<file path="config.mk">
export PLATFORM = sky130hd
export DESIGN_NAME = tmds_lane_serializer_flat
export DESIGN_NICKNAME = d
export VERILOG_FILES = /design/src/rtl/tmds_lane_serializer_if.sv /design/src/rtl/tmds_lane_serializer.sv /design/src/flat_wrapper.sv
export SDC_FILE = /design/constraint.sdc
export NUM_CORES = 1
export LEC_CHECK = 0
export CAP_MARGIN = 10
export CORE_AREA = 3 3 109 111
export DETAILED_ROUTE_END_ITERATION = 8
export DIE_AREA = 0 0 112 114
export PLACE_DENSITY_LB_ADDON = 0.15
export SETUP_SLACK_MARGIN = 0.05
export SLEW_MARGIN = 25
export SYNTH_ARGS = -nofsm -noshare
export SYNTH_HDL_FRONTEND = slang
export SYNTH_SLANG_ARGS = --single-unit
</file>
<file path="constraint.sdc">
create_clock -name serial_clk -period 2.1 [get_ports serial_clk]
set_input_delay 0.42 -clock serial_clk [delete_from_list [all_inputs] [get_ports serial_clk]]
set_output_delay 0.42 -clock serial_clk [all_outputs]
set_load 0.05 [all_outputs]
</file>
<file path="src/rtl/tmds_lane_serializer_if.sv">
// Word-level valid/ready handshake into the multi-lane TMDS serializer.
interface tmds_lane_serializer_if #(
    parameter int unsigned LANES  = 4,
    parameter int unsigned DATA_W = 10
);

    logic [LANES*DATA_W-1:0] s_data;
    logic                    s_valid;
    logic                    s_ready;

    // Word source side (encoder / test driver)
    modport master (
        output s_data,
        output s_valid,
        input  s_ready
    );

    // Serializer side
    modport slave (
        input  s_data,
        input  s_valid,
        output s_ready
    );

endinterface

</file>
<file path="src/rtl/tmds_lane_serializer.sv">
// Multi-lane DATA_W:2 gearbox feeding ODDR output primitives. One shared
// hold register takes words over valid/ready; every SLOTS cycles a word
// (hold, idle, training or tristate zeros) is loaded into per-lane shift
// registers and emitted as rise/fall bit pairs. DATA_W must be even and >= 4.
module tmds_lane_serializer #(
    parameter int unsigned       LANES     = 4,
    parameter int unsigned       DATA_W    = 10,
    parameter bit                LSB_FIRST = 1'b1,
    parameter logic [DATA_W-1:0] IDLE_WORD = 10'b1101010100
) (
    input  logic                     serial_clk,
    input  logic                     reset_n,
    tmds_lane_serializer_if.slave    s_if,
    input  logic [1:0]               mode,
    input  logic [LANES-1:0]         lane_invert,
    input  logic                     clr_underflow,
    output logic [LANES-1:0]         bit_rise,
    output logic [LANES-1:0]         bit_fall,
    output logic [LANES-1:0]         oe_n,
    output logic                     word_start,
    output logic [15:0]              underflow_cnt
);

    localparam int unsigned SLOTS  = DATA_W / 2;
    localparam int unsigned SLOT_W = (SLOTS > 1) ? $clog2(SLOTS) : 1;
    localparam int unsigned WORD_W = LANES * DATA_W;

    localparam logic [SLOT_W-1:0] LAST_SLOT = SLOT_W'(SLOTS - 1);

    localparam logic [1:0] MODE_NORMAL   = 2'b00;
    localparam logic [1:0] MODE_TRAINING = 2'b01;
    localparam logic [1:0] MODE_IDLE     = 2'b10;
    localparam logic [1:0] MODE_TRISTATE = 2'b11;

    // Training pattern: upper half ones, lower half zeros
    localparam logic [DATA_W-1:0] TRAIN_WORD = {{SLOTS{1'b1}}, {SLOTS{1'b0}}};

    // Reorder a word so that bit 0 is always the first bit on the wire;
    // the shift registers then only ever shift right by two.
    function automatic logic [DATA_W-1:0] wire_order(input logic [DATA_W-1:0] w);
        logic [DATA_W-1:0] r;
        r = w;
        if (!LSB_FIRST) begin
            for (int i = 0; i < DATA_W; i++) begin
                r[i] = w[DATA_W-1-i];
            end
        end
        return r;
    endfunction

    // Flops
    logic [SLOT_W-1:0]              slot_cnt_q,      slot_cnt_d;
    logic [WORD_W-1:0]              hold_q,          hold_d;
    logic                           hold_valid_q,    hold_valid_d;
    logic [LANES-1:0][DATA_W-1:0]   shift_q,         shift_d;
    logic                           hiz_q,           hiz_d;
    logic [LANES-1:0]               bit_rise_q,      bit_rise_d;
    logic [LANES-1:0]               bit_fall_q,      bit_fall_d;
    logic [LANES-1:0]               oe_n_q,          oe_n_d;
    logic                           word_start_q,    word_start_d;
    logic [15:0]                    underflow_cnt_q, underflow_cnt_d;

    // Combinational helpers
    logic                           boundary_c;
    logic                           s_ready_c;
    logic                           accept_c;
    logic                           underflow_c;
    logic                           load_hiz_c;
    logic [LANES-1:0][DATA_W-1:0]   load_word_c;
    logic [LANES-1:0][DATA_W-1:0]   src_c;
    logic [LANES-1:0]               rise_raw_c;
    logic [LANES-1:0]               fall_raw_c;
    logic [LANES-1:0]               invert_c;

    // Handshake: hold can take a word when empty or being drained this edge
    always_comb begin
        boundary_c = (slot_cnt_q == LAST_SLOT);
        s_ready_c  = !hold_valid_q || boundary_c;
        accept_c   = s_if.s_valid && s_ready_c;
    end

    assign s_if.s_ready = s_ready_c;

    // Slot counter wraps every word
    always_comb begin
        slot_cnt_d = slot_cnt_q + SLOT_W'(1);
        if (boundary_c) begin
            slot_cnt_d = '0;
        end
    end

    // Hold register: always drained at a boundary, refilled on accept (no bypass)
    always_comb begin
        hold_d       = hold_q;
        hold_valid_d = hold_valid_q;
        if (accept_c) begin
            hold_d = s_if.s_data;
        end
        if (boundary_c) begin
            hold_valid_d = accept_c;
        end else if (accept_c) begin
            hold_valid_d = 1'b1;
        end
    end

    // Select the word loaded at the next boundary from the current mode
    always_comb begin
        load_word_c = '0;
        load_hiz_c  = 1'b0;
        underflow_c = 1'b0;
        case (mode)
            MODE_NORMAL: begin
                for (int k = 0; k < LANES; k++) begin
                    if (hold_valid_q) begin
                        load_word_c[k] = wire_order(hold_q[k*DATA_W +: DATA_W]);
                    end else begin
                        load_word_c[k] = wire_order(IDLE_WORD);
                    end
                end
                underflow_c = boundary_c && !hold_valid_q;
            end
            MODE_TRAINING: begin
                for (int k = 0; k < LANES; k++) begin
                    load_word_c[k] = wire_order(TRAIN_WORD);
                end
            end
            MODE_IDLE: begin
                for (int k = 0; k < LANES; k++) begin
                    load_word_c[k] = wire_order(IDLE_WORD);
                end
            end
            MODE_TRISTATE: begin
                load_hiz_c = 1'b1;
            end
            default: begin
                load_hiz_c = 1'b1;
            end
        endcase
    end

    // Shift registers and next output pair; slot 0 comes straight from the load word
    always_comb begin
        src_c      = '0;
        shift_d    = shift_q;
        rise_raw_c = '0;
        fall_raw_c = '0;
        hiz_d      = boundary_c ? load_hiz_c : hiz_q;
        for (int k = 0; k < LANES; k++) begin
            src_c[k]      = boundary_c ? load_word_c[k] : shift_q[k];
            shift_d[k]    = src_c[k] >> 2;
            rise_raw_c[k] = src_c[k][0];
            fall_raw_c[k] = src_c[k][1];
        end
        invert_c     = hiz_d ? '0 : lane_invert;
        bit_rise_d   = rise_raw_c ^ invert_c;
        bit_fall_d   = fall_raw_c ^ invert_c;
        oe_n_d       = {LANES{hiz_d}};
        word_start_d = boundary_c;
    end

    // Saturating underflow counter; a clear coinciding with an underflow leaves 1
    always_comb begin
        underflow_cnt_d = underflow_cnt_q;
        if (clr_underflow) begin
            underflow_cnt_d = underflow_c ? 16'd1 : 16'd0;
        end else if (underflow_c && (underflow_cnt_q != 16'hFFFF)) begin
            underflow_cnt_d = underflow_cnt_q + 16'd1;
        end
    end

    // State and output registers
    always_ff @(posedge serial_clk or negedge reset_n) begin
        if (!reset_n) begin
            slot_cnt_q      <= LAST_SLOT;
            hold_q          <= '0;
            hold_valid_q    <= 1'b0;
            shift_q         <= '0;
            hiz_q           <= 1'b1;
            bit_rise_q      <= '0;
            bit_fall_q      <= '0;
            oe_n_q          <= '1;
            word_start_q    <= 1'b0;
            underflow_cnt_q <= '0;
        end else begin
            slot_cnt_q      <= slot_cnt_d;
            hold_q          <= hold_d;
            hold_valid_q    <= hold_valid_d;
            shift_q         <= shift_d;
            hiz_q           <= hiz_d;
            bit_rise_q      <= bit_rise_d;
            bit_fall_q      <= bit_fall_d;
            oe_n_q          <= oe_n_d;
            word_start_q    <= word_start_d;
            underflow_cnt_q <= underflow_cnt_d;
        end
    end

    assign bit_rise      = bit_rise_q;
    assign bit_fall      = bit_fall_q;
    assign oe_n          = oe_n_q;
    assign word_start    = word_start_q;
    assign underflow_cnt = underflow_cnt_q;

endmodule
</file>
<file path="src/flat_wrapper.sv">
// flat-port wrapper written by rule: the top's interface ports become plain ports
module tmds_lane_serializer_flat 
#(
    parameter int unsigned       LANES     = 4,
    parameter int unsigned       DATA_W    = 10,
    parameter bit                LSB_FIRST = 1'b1,
    parameter logic [DATA_W-1:0] IDLE_WORD = 10'b1101010100
)
  (serial_clk, reset_n, mode, lane_invert, clr_underflow, bit_rise, bit_fall, oe_n, word_start, underflow_cnt, s_if_s_data, s_if_s_valid, s_if_s_ready);
  tmds_lane_serializer_if #(.LANES(LANES), .DATA_W(DATA_W)) s_if_i ();
  input  logic serial_clk;
  input  logic reset_n;
  input  logic [1:0] mode;
  input  logic [LANES-1:0] lane_invert;
  input  logic clr_underflow;
  output logic [LANES-1:0] bit_rise;
  output logic [LANES-1:0] bit_fall;
  output logic [LANES-1:0] oe_n;
  output logic word_start;
  output logic [15:0] underflow_cnt;
  input wire logic [$bits(s_if_i.s_data)-1:0] s_if_s_data;
  input wire logic [$bits(s_if_i.s_valid)-1:0] s_if_s_valid;
  output wire logic [$bits(s_if_i.s_ready)-1:0] s_if_s_ready;
  assign s_if_i.s_data = s_if_s_data;
  assign s_if_i.s_valid = s_if_s_valid;
  assign s_if_s_ready = s_if_i.s_ready;
  tmds_lane_serializer #(.LANES(LANES), .DATA_W(DATA_W), .LSB_FIRST(LSB_FIRST), .IDLE_WORD(IDLE_WORD)) u_core (.serial_clk(serial_clk), .reset_n(reset_n), .s_if(s_if_i), .mode(mode), .lane_invert(lane_invert), .clr_underflow(clr_underflow), .bit_rise(bit_rise), .bit_fall(bit_fall), .oe_n(oe_n), .word_start(word_start), .underflow_cnt(underflow_cnt));
endmodule
</file>
==> results_dict.tcl, run 1 <==
set metrics [dict create \
    outcome "complete, no violations" \
    clock.fmax_mhz 509.7 \
    yosysSeqAreaShare_pct 58.56 \
    drive_gt1_share_pct 21.99 \
    detail_route.wl_per_cell_um 15.24 \
    synth_largest_area_cell "dfrtp_1" \
    hold_viol 0 \
    vias 3142 \
    cp_cell_sequence "clkdlybuf4s50_1, inv_1, ha_1, and4b_2, nand4_4, or4_1, a21oi_1" \
    hpwl_mm 6.648 \
    ff2ff_path_depth 6 \
    die-area_um2 12770 \
    synth_edf_count 0 \
    cp_slowest_cell "or4_1" \
    cp.arrival_ns 2.25 \
    regToRegStartpoint "u_core.slot_cnt_q[0]$_DFF_PN0_" \
    start_util_pct 40.07 \
    final_cells 613 \
    grt_pass1_vias 3143 \
    avgSynthCellArea_um2 11.67 \
    synth_common_cells "100 x dfrtp_1, 45 x a21oi_1, 42 x mux2_2" \
    power_density_nw_per_um2 718.0 \
    drv_slew 0 \
    path_delay_family "simple AND/OR/NAND/NOR gates" \
    grt_pass1_wl_mm 15.73 \
    slew_headroom_pct 50.54 \
    die_w_um 112 \
    clock-root-buffer "clkbuf_8" \
    rsz0062_at_grt "no" \
    grt_max_degree 41 \
    holdWs_ns 0.03020 \
    async_flop_share_pct 100.0 \
    wirelength_mm 9.343 \
    critical_path_peak_fanout 6 \
    numCtsBuffers 9 \
    io_buffers 79 \
    grt_usage_pct 15.19 \
    netlist_instances 374 \
    worst_ir_drop_vdd_uv 315.4 \
    leakagePower_nw 2.568 \
    gp_congestion 0.7798 \
    postRouteAntennaNets 0 \
    timing.rr.end "u_core.underflow_cnt[7]$_DFFE_PN0P_" \
    cts_tree "done" \
    crit_start "mode[0]" \
    first_pass_iters 6 \
    reg2reg_slack_ns 0.17 \
    die_y_um 114 \
    ios 80 \
    cts_hold_buf 0 \
    synth_most_common_cell "dfrtp_1" \
    critPathCaptureType "register" \
    via_per_inst 5.126 \
    area_growth_pct 29.94 \
    clk_latency_ns 0.35 \
    clock_path_buffers 2 \
    yosysTopAreaCellShare_pct 57.36 \
    path_buf_inv 2 \
    num_rows 38 \
    finalSetupViolCount 0 \
    nets 524 \
    cp.required_ns 2.39 \
    drc 0 \
    synth_nets 430 \
    finalCritPeriodShare_pct 93.42 \
    synth.distinct_cells 37 \
    numPlacedInstances 596 \
    cap_violations 0 \
    core-area_um2 10890 \
    antenna_found_initial 0 \
    skew_ns 0.01071 \
    crit_type "in -> reg" \
    fin_crit_ns 1.962 \
    h-tree-depth 3 \
    syn-cell-area_um2 4363 \
    startpoint_type "input port" \
    clkSinkCount 102 \
    synthTopCellsByArea "dfrtp_1 57%, mux2_2 11%, a21oi_1 5.2%, nand2_1 2.8%, o21ai_0 2.6%" \
    hp-class "in -> async" \
    gr-total-overflow 0 \
    worst_slew_pin_slew_ns 0.7351 \
    first_iter_violations 154 \
    clk_pin_slew_ns 0.10 \
    slowest_delay_ns 0.50 \
    yosysWarnings 0 \
    synthFlopType "dfrtp_1" \
    antenna_cells 0 \
    ys_ff_latch 102 \
]
-- routing by layer --
| layer | routed length, um | GRT usage, % |
|---|---|---|
| met1 | 4321 | 20.80 |
| met2 | 4572 | 25.14 |
| met3 | 364 | 2.546 |
| met4 | 85 | 4.327 |
| met5 | 0 | 0 |
-- flip-flops by register name, summed over array words and instances, names as in the netlist --
signal,flops
u_core.underflow_cnt,16
u_core.bit_fall,4
u_core.hiz_q,1
u_core.word_start,1
u_core.hold_valid_q,1
u_core.hold_q,40
u_core.slot_cnt_q,3
u_core.shift_q,32
u_core.bit_rise,4
-- timing repair --
item                                    4_1_cts  5_1_grt
setup buffers                                 0        0
resized for setup                            14        7
gates cloned                                  0        1
endpoints found under the hold margin         0        0
pin swaps                                     0        1
endpoints found under the setup margin       16       17
-- per-stage QoR --
step | total power [mW] | worst slack (ns) | setup TNS [ns] | util, % | area, um2
final | 4.071 | 0.1382 | 0 | 52.07 | 5669
after global routing | 4.270 | 0.05862 | 0 | 52.07 | 5669
after CTS | 4.139 | 0.03897 | 0 | 51.77 | 5637
after detailed placement | 2.821 | -0.2559 | -2.494 | 49.94 | 5438
after global placement | 2.810 | -0.1760 | -1.716 | 49.94 | 5438
after floorplan | 2.535 | 0.05333 | 0 | - | 4363
-- layout by cell type, fill, tap and decap left out, types with 3 or more instances in the layout --
cell and n:
a21oi_1 45, a22o_1 4, a22oi_1 8, and3_1 3, and4_1 4, buf_12 4
buf_4 29, clkbuf_8 10, clkdlybuf4s50_1 57, dfrtp_1 100, dlygate4sd2_1 13, ha_1 5
inv_1 10, inv_6 3, mux2_2 42, nand2_1 29, nand2_2 3, nand3_1 8
nor2_1 13, o21ai_0 23, o31ai_1 10, or3_1 3, or4_1 10, xor2_1 8
-- area by class of cell --
class | count | area, um2
timing repair buffer | 105 | 1007
tap | 140 | 175.2
multi-input combinational | 239 | 1674
clock buffer | 10 | 137.6
inverter | 11 | 45.04
clock inverter | 6 | 75.07
fill | 1006 | 5219
sequential | 102 | 2555
-- logic make-up after synthesis --
family,Yosys count,synth area share (%)
DFF,102,58.56
muxes,42,10.84
AOI/OAI and AO/OA,95,12.68
adders and majority gates,6,1.721
and+or+nand+nor,87,10.87
buffers and inverters,34,3.728
xor gates and xnor gates,8,1.606
-- how the worst max path moves through the flow --
stage | to | slack (ns) | cells past startpoint
floorplan | u_core.underflow_cnt[0]$_DFFE_PN0P_ | 0.05 | 6
global placement | u_core.underflow_cnt[13]$_DFFE_PN0P_ | -0.18 | 7
detailed placement | u_core.underflow_cnt[7]$_DFFE_PN0P_ | -0.26 | 7
CTS | s_if_s_ready | 0.04 | 5
global route | u_core.underflow_cnt[9]$_DFFE_PN0P_ | 0.06 | 7
finish | u_core.underflow_cnt[7]$_DFFE_PN0P_ | 0.14 | 7
-- power breakdown --
group	internal (mW)	switching, mW
Combinational	0.287	0.301
Sequential	2.11	0.0668
Clock	0.606	0.695
Total	3.01	1.06
(Power assumes the default switching activity.)
==> run 2: changes to the inputs <==
--- a/config.mk
+++ b/config.mk
@@ -7,9 +7,12 @@
 export LEC_CHECK = 0
 export CAP_MARGIN = 10
 export CORE_AREA = 3 3 109 111
+export CTS_CLUSTER_DIAMETER = 120
 export DETAILED_ROUTE_END_ITERATION = 8
 export DIE_AREA = 0 0 112 114
+export HOLD_SLACK_MARGIN = 0.1
 export PLACE_DENSITY_LB_ADDON = 0.15
+export RECOVER_POWER = 50
 export SETUP_SLACK_MARGIN = 0.05
 export SLEW_MARGIN = 25
 export SYNTH_ARGS = -nofsm -noshare
==> run 2 against run 1 <==
- routed wire length grew 0.33%
- clock-buffer cell count did not move
- clock power is essentially flat
- first-iteration DRC count decreased by 19%
- register-to-register slack hardly changed
- worst hold slack improved by 0.43 ns
- critical endpoint unchanged
- largest power group unchanged
- highest routed layer unchanged
==> results_dict.tcl, run 2 (same netlist as run 1, synthesis figures left out) <==
set metrics [dict create \
    num_rows 38 \
    antenna_found_initial 0 \
    clock.fmax_mhz 510.7 \
    antenna_cells 0 \
    final_common_cell "dfrtp_1" \
    drv_slew 0 \
    grt_max_degree 41 \
    worst_slew_pin_slew_ns 1.075 \
    core-area_um2 10890 \
    die_w_um 112 \
    slew_headroom_pct 28.30 \
    clkSinkCount 102 \
    finish.utilization_pct 51.87 \
    io_buffers 79 \
    die_y_um 114 \
    finalSetupViolCount 0 \
    clk_pin_slew_ns 0.10 \
    first_iter_violations 125 \
    rsz0062_at_grt "no" \
    vias 3153 \
    hpwl_mm 6.648 \
    clk_latency_ns 0.35 \
    clock_path_buffers 2 \
    crit_type "in -> reg" \
    gp_congestion 0.7798 \
    drive_gt1_share_pct 20.46 \
    postRouteAntennaNets 0 \
    via_per_inst 5.135 \
    ios 80 \
    fin_crit_ns 1.958 \
    cp.arrival_ns 2.24 \
    startpoint_type "input port" \
    fin_total_pwr_mw 4.062 \
    drc 0 \
    grt_pass1_vias 3149 \
    critical_path_peak_fanout 6 \
    detail_route.wl_per_cell_um 15.27 \
    die-area_um2 12770 \
    first_pass_iters 6 \
    largest_reg_flops 40 \
    grt_usage_pct 15.19 \
    worst_ir_drop_vdd_uv 315.2 \
    cap_violations 0 \
    grt_pass1_wl_mm 15.74 \
    clock-root-buffer "clkbuf_8" \
    numCtsBuffers 9 \
    design_area_um2 5648 \
    critPathCaptureType "register" \
    nets 525 \
    area_growth_pct 29.45 \
    h-tree-depth 3 \
    regMostFlops "u_core.hold_q" \
    power_density_nw_per_um2 719.3 \
    gr-total-overflow 0 \
    leakagePower_nw 2.545 \
    outcome "complete, no violations" \
    hp-class "reg -> reg" \
    start_util_pct 40.07 \
    final_cell_mix "100 x dfrtp_1, 57 x clkdlybuf4s50_1, 45 x a21oi_1, 42 x mux2_2, 29 x nand2_1" \
    finalCritPeriodShare_pct 93.24 \
    fin_tns_setup_ns 0 \
    cts_tree "done" \
    cp.required_ns 2.38 \
    dpl_cell_area_um2 5438 \
    hold_viol 0 \
    skew_ns 0.01025 \
    wirelength_mm 9.374 \
]
run 2: cell count changes in the layout (fill, tap and decap cells not counted), sizes merged:
cell,before,now
buf,33,25
dlygate4sd3,0,1
clkbuf,10,18
run 2: metal layers:
metal,GRT usage (%),share of wire (%),vias up
met2,25.18,49,66
met1,20.77,46,1549
met5,0,0,-
li1,-,-,1530
met4,4.327,0.91,0
met3,2.546,3.9,8
run 2: what timing repair did:
| item | 4_1_cts | 5_1_grt |
|---|---|---|
| pin swaps | 0 | 1 |
| endpoints found under the hold margin | 35 | 0 |
| hold buffers | 1 | 0 |
| gates resized for setup | 14 | 7 |
| setup endpoints to repair | 16 | 17 |
| setup buffers | 0 | 0 |
| gates cloned | 0 | 1 |
run 2: through the flow:
step / setup slack, ns / hold WS (ns) / std cells
global route: 0.03916 / 0.4933 / 614
floorplan: 0.05333 / 0.1244 / 374
global placement: -0.1760 / 0.4330 / 596
detailed placement: -0.2559 / 0.4437 / 596
finish: 0.1419 / 0.4649 / 614
CTS: 0.03897 / 0.4637 / 613
run 2: path summary, 6_finish.rpt:
path,startpoint,slack [ns],to,cells after the start
min in group asynchronous,reset_n,0.77,u_core.underflow_cnt[12]$_DFFE_PN0P_,2
worst max-delay path,mode[0],0.14,u_core.underflow_cnt[7]$_DFFE_PN0P_,7
worst min-delay path,u_core.shift_q[5]$_DFF_PN0_,0.46,u_core.shift_q[3]$_DFF_PN0_,2
worst min register to register,u_core.shift_q[5]$_DFF_PN0_,0.46,u_core.shift_q[3]$_DFF_PN0_,2
max in group asynchronous,reset_n,0.56,u_core.bit_fall[0]$_DFF_PN0_,3
worst max register to register,u_core.slot_cnt_q[0]$_DFF_PN0_,0.17,u_core.underflow_cnt[7]$_DFFE_PN0P_,6
run 2: critical path, stage by stage:
cell and delay (ns):
clkdlybuf4s50_1 0.42, inv_1 0.08, ha_1 0.17, and4b_2 0.33, nand4_4 0.15, or4_1 0.50, a21oi_1 0.16
run 2: final cells by class:
| cell class | count | area (um2) |
|---|---|---|
| Clock buffer | 10 | 137.6 |
| Clock inverter | 6 | 75.07 |
| Fill cell | 1016 | 5240 |
| Inverter | 11 | 42.54 |
| Multi-Input combinational cell | 239 | 1674 |
| Sequential cell | 102 | 2555 |
| Tap cell | 140 | 175.2 |
| Timing Repair Buffer | 106 | 988.4 |
run 2: report_power, final:
group	switching, mW	internal, mW
clock network	0.692	0.606
registers	0.0671	2.11
logic	0.302	0.282
